## config.mk

```make
export PLATFORM = sky130hd
export DESIGN_NAME = aes_rcon_seq
export DESIGN_NICKNAME = d
export VERILOG_FILES = /design/src/rtl/aes_ctrl_pkg.sv /design/src/rtl/gf8_mul2_div2.sv /design/src/rtl/aes_rcon_seq.sv
export SDC_FILE = /design/constraint.sdc
export NUM_CORES = 1
export LEC_CHECK = 0
export CAP_MARGIN = 20
export CORE_ASPECT_RATIO = 1.75
export CORE_MARGIN = 2
export CORE_UTILIZATION = 45
export CTS_CLUSTER_DIAMETER = 30
export CTS_CLUSTER_SIZE = 16
export DETAILED_ROUTE_END_ITERATION = 10
export PLACE_DENSITY = 0.79
export SYNTH_ARGS = -nofsm -noshare
export SYNTH_HDL_FRONTEND = slang
export SYNTH_HIERARCHICAL = 1
export SYNTH_SLANG_ARGS = --single-unit
export TNS_END_PERCENT = 20
```

## constraint.sdc

```tcl
create_clock -name clk -period 1.6 [get_ports clk]
set_input_delay 0.24 -clock clk [delete_from_list [all_inputs] [get_ports clk]]
set_output_delay 0.24 -clock clk [all_outputs]
set_load 0.01 [all_outputs]
```

## src/rtl/aes_ctrl_pkg.sv

```systemverilog
// Shared types and constants for the AES key-expansion controller blocks.
// Provides the mode/state enums and the per-mode round-constant count and last value.
package aes_ctrl_pkg;

    typedef enum logic [1:0] {
        AES128 = 2'b00,
        AES192 = 2'b01,
        AES256 = 2'b10
    } aes_mode_e;

    typedef enum logic [1:0] {
        IDLE,
        RUN,
        DONE
    } rcon_state_e;

    localparam logic [7:0] RCON_INIT = 8'h01;
    localparam logic [7:0] AES_POLY  = 8'h1B;

    // The unused encoding 2'b11 falls back to AES-128.
    function automatic aes_mode_e decode_mode(input logic [1:0] raw);
        case (raw)
            2'b01:   return AES192;
            2'b10:   return AES256;
            default: return AES128;
        endcase
    endfunction

    function automatic logic [3:0] num_rcon(input aes_mode_e mode);
        case (mode)
            AES192:  return 4'd8;
            AES256:  return 4'd7;
            default: return 4'd10;
        endcase
    endfunction

    function automatic logic [7:0] rcon_last(input aes_mode_e mode);
        case (mode)
            AES192:  return 8'h80;
            AES256:  return 8'h40;
            default: return 8'h36;
        endcase
    endfunction

endpackage

```

## src/rtl/gf8_mul2_div2.sv

```systemverilog
// One GF(2^8) round-constant step: multiply by x (forward) or divide by x (inv).
// The inverse path exists only when AES_RCON_INV_EN is defined.
module gf8_mul2_div2
    import aes_ctrl_pkg::*;
(
    input  logic [7:0] in,
    input  logic       inv,
    output logic [7:0] out
);

    logic [7:0] mul2;

    assign mul2 = {in[6:0], 1'b0} ^ (in[7] ? AES_POLY : 8'h00);

`ifdef AES_RCON_INV_EN
    logic [7:0] div2;

    // An odd value had the reduction polynomial folded in; undo it and restore bit 7.
    assign div2 = in[0] ? (((in ^ AES_POLY) >> 1) | 8'h80) : (in >> 1);
    assign out  = inv ? div2 : mul2;
`else
    logic unused_inv;

    assign unused_inv = inv;
    assign out        = mul2;
`endif

endmodule

```

## src/rtl/aes_rcon_seq.sv

```systemverilog
// AES round-constant sequencer: steps rcon once every STEP_CYCLES enabled cycles
// for AES-128/192/256. Reverse stepping is compiled in with AES_RCON_INV_EN.
module aes_rcon_seq
    import aes_ctrl_pkg::*;
#(
    parameter int STEP_CYCLES = 20,
    parameter int CNT_W       = $clog2(STEP_CYCLES + 1)
)
(
    input  logic       clk,
    input  logic       rst,
    input  logic       start,
    input  logic       abort,
    input  logic [1:0] mode,
    input  logic       dir,
    input  logic       step_en,
    output logic [7:0] rcon,
    output logic [3:0] rcon_idx,
    output logic       rcon_valid,
    output logic       round_tick,
    output logic       busy,
    output logic       done
);

    rcon_state_e       state_q, state_d;
    logic [CNT_W-1:0]  cnt_q, cnt_d;
    logic [7:0]        rcon_q, rcon_d;
    logic [3:0]        idx_q, idx_d;
    aes_mode_e         mode_q, mode_d;
    logic              dir_q, dir_d;

    logic              dir_eff;
    logic [7:0]        rcon_step;
    logic              last_cnt;
    logic              last_step;
    aes_mode_e         mode_in;

`ifdef AES_RCON_INV_EN
    assign dir_eff = dir;
`else
    logic unused_dir;

    assign unused_dir = dir;
    assign dir_eff    = 1'b0;
`endif

    gf8_mul2_div2 u_step (
        .in  (rcon_q),
        .inv (dir_q),
        .out (rcon_step)
    );

    assign mode_in   = decode_mode(mode);
    assign last_cnt  = (cnt_q == CNT_W'(STEP_CYCLES - 1));
    assign last_step = dir_q ? (idx_q == 4'd0) : (idx_q == num_rcon(mode_q) - 4'd1);

    // NOTE: every variable gets its hold value first so no path leaves one unassigned (no latches).
    always_comb begin
        state_d    = state_q;
        cnt_d      = cnt_q;
        rcon_d     = rcon_q;
        idx_d      = idx_q;
        mode_d     = mode_q;
        dir_d      = dir_q;
        round_tick = 1'b0;

        if (abort) begin
            state_d = IDLE;
            cnt_d   = '0;
            rcon_d  = RCON_INIT;
            idx_d   = 4'd0;
        end else begin
            case (state_q)
                IDLE: begin
                    if (start) begin
                        state_d = RUN;
                        mode_d  = mode_in;
                        dir_d   = dir_eff;
                        cnt_d   = '0;
                        if (dir_eff) begin
                            rcon_d = rcon_last(mode_in);
                            idx_d  = num_rcon(mode_in) - 4'd1;
                        end else begin
                            rcon_d = RCON_INIT;
                            idx_d  = 4'd0;
                        end
                    end
                end
                RUN: begin
                    if (step_en) begin
                        if (last_cnt) begin
                            round_tick = 1'b1;
                            cnt_d      = '0;
                            if (last_step) begin
                                state_d = DONE;
                            end else begin
                                rcon_d = rcon_step;
                                idx_d  = dir_q ? idx_q - 4'd1 : idx_q + 4'd1;
                            end
                        end else begin
                            cnt_d = cnt_q + CNT_W'(1);
                        end
                    end
                end
                DONE: begin
                    state_d = IDLE;
                    rcon_d  = RCON_INIT;
                    idx_d   = 4'd0;
                end
                default: state_d = IDLE;
            endcase
        end
    end

    // NOTE: state uses non-blocking assignments so every register samples pre-edge values.
    always_ff @(posedge clk or negedge rst) begin
        if (!rst) begin
            state_q <= IDLE;
            cnt_q   <= '0;
            rcon_q  <= RCON_INIT;
            idx_q   <= 4'd0;
            mode_q  <= AES128;
            dir_q   <= 1'b0;
        end else begin
            state_q <= state_d;
            cnt_q   <= cnt_d;
            rcon_q  <= rcon_d;
            idx_q   <= idx_d;
            mode_q  <= mode_d;
            dir_q   <= dir_d;
        end
    end

    assign rcon       = rcon_q;
    assign rcon_idx   = idx_q;
    assign rcon_valid = (state_q == RUN);
    assign busy       = (state_q == RUN) || (state_q == DONE);
    assign done       = (state_q == DONE);

endmodule

```

==> metrics <==
slowest cell on the critical path dfrtp_1; DRT Pass-1 Iters 4; Inst Count DP 180; first-pass GRT wire length 5040 um; relative max-transition margin 0.762; CP cell instances inv_2 > ha_4 > nand2b_1 > a21o_1 > nand3_2 > or3_4 > o31ai_1; Buffers on Ports 22; failing checks setup timing; CTS HTree Levels 1; antenna violations before repair 0; later-pin clock latency in the skew report approximately 0.26 ns; Die Span Y around 72 um; Final Wtd Congestion 0.762; routed vias 1066; Syn Nets roughly 130; post-route ant nets 0; CP startpoint kind flop; Worst-path clk slew 0.08 ns; CTS Root Cell clkbuf_8; min Tclk post-route ~1.8 ns; Yosys warning count 6; vias per inst around 5.6; Boundary Pins 24; Clock Skews 0.00512 ns; largest net degree at the start of global routing 22; Layout Cells excl Fill 190; Required @ worst endpoint 1.77 ns; CP endpoint kind flop; max-cap violations 0; worst hold slack 0.327 ns; drt drc 0; total CTS buffers 3; Reg2Reg Setup Slack -0.15 ns; Overflow after GRT 0; crit share post-route 1.10; Bufs and invs on worst path 1; Hold Vio Cnt, Final 0; FMAX approximately 570 MHz; Slew @ Worst Pin 0.355 ns; Max FO, Critical Path 4; # fillers 191; Layout area overhead 48.7%; initial drt markers 24; final-report max-slew violation count 0; Core ar. 2520 um^2; hpwl dp approximately 2100 um; CTS tree done; Post-Syn Instances 117; CTS max path bufs 2; number of inserted diodes 0; starting density of the core 0.475; Tot GR Track Use 0.205; Post-Syn Area per Cell ~10 um^2; # clock sinks 21; family with the most delay on the worst path simple AND/OR/NAND/NOR gates; commonest non-fill, non-tap cell in the layout buf_4; Max stage delay on crit path 0.42 ns; Final WS setup -0.152 ns; nets 180; Hold Crit Class input port to async pin; Arr. time, crit path 1.92 ns; wire per inst 15.2 um; vias in the first global route 1129; Power Dens Cells 1120 nW/um^2; VDD IR max 1090 uV; RSZ-0062 raised after global routing true; outcome finished with violations; die width 43.0 um; synthesized area 1200 um^2; highest-count cells in the layout ignoring fill and taps 26 x buf_4, 19 x dfrtp_1, 16 x clkdlybuf4s50_1, 11 x nand2_1, 8 x a22o_1; final setup vio count 17; WS Path Type flop to flop; hold_buf cts 0; routed wire length 2890 um; die footprint about 3100 um^2; Leakage 0.828 nW; layout cells sized above 1 0.366; Site Rows 24
where the power goes:
| group | switching (mW) | internal [mW] |
|---|---|---|
| Sequential | 0.0714 | 0.615 |
| Clock | 0.167 | 0.177 |
| Combinational | 0.464 | 0.506 |
| Total | 0.702 | 1.30 |
layer usage:
metal  up-vias  track usage  part of all wire
met5         -            0                 0
met4         0       0.0471             0.012
met3         7       0.0249             0.030
met2        22        0.382              0.57
met1       527        0.245              0.39
li1        510            -                 -
stage by stage:
step	setup slack, ns	util	setup TNS [ns]	power [mW]	cell area [um^2]
2_1_floorplan	-0.0371	-	-0.0613	1.15	1230
3_5_place_dp	-0.338	0.636	-5.00	1.52	1610
3_3_place_gp	-0.298	0.636	-4.12	1.48	1610
4_1_cts	-0.199	0.684	-2.87	1.91	1720
6_report	-0.152	0.706	-1.75	2.00	1780
5_1_grt	-0.232	0.706	-3.20	2.12	1780
final timing paths:
kind / startpoint / to / depth (start not counted)
worst max-delay path: state_q[0]$_DFFE_PN0P_ / rcon_idx[3]$_DFFE_PN0P_ / 7
worst min-delay path: rst / rcon_idx[3]$_DFFE_PN0P_ / 2
worst max register to register: state_q[0]$_DFFE_PN0P_ / rcon_idx[3]$_DFFE_PN0P_ / 7
worst min register to register: rcon[0]$_DFFE_PN1P_ / rcon[0]$_DFFE_PN1P_ / 2
max in group asynchronous: rst / rcon[0]$_DFFE_PN1P_ / 2
min in group clk: rcon[0]$_DFFE_PN1P_ / rcon[0]$_DFFE_PN1P_ / 2
sequential cells by signal, indices dropped and copies added, names as in the netlist:
| name | flops |
|---|---|
| rcon_idx | 4 |
| rcon | 8 |
| mode_q | 2 |
| state_q | 2 |
| cnt_q | 5 |
worst reg2reg max path, cell delays in order (launching register included):
cell      delay, ns
dfrtp_1        0.42
inv_2          0.09
ha_4           0.18
nand2b_1       0.07
a21o_1         0.17
nand3_2        0.13
or3_4          0.41
o31ai_1        0.20
area by class of cell:
cell class | instances | area (um^2) | area share
timing repair buffer | 50 | 435 | 0.245
multi-input combinational | 83 | 717 | 0.403
inverter | 6 | 22.5 | 0.0126
tap | 26 | 32.5 | 0.0183
clock buffer | 4 | 45.0 | 0.0253
sequential | 21 | 528 | 0.297
repair_timing:
action,in CTS,in global routing
pin swaps,2,4
setup endpoints to repair,23,27
gates resized for setup,17,24
buffers inserted,5,1
No activity file was read; power rests on OpenSTA's default activity.
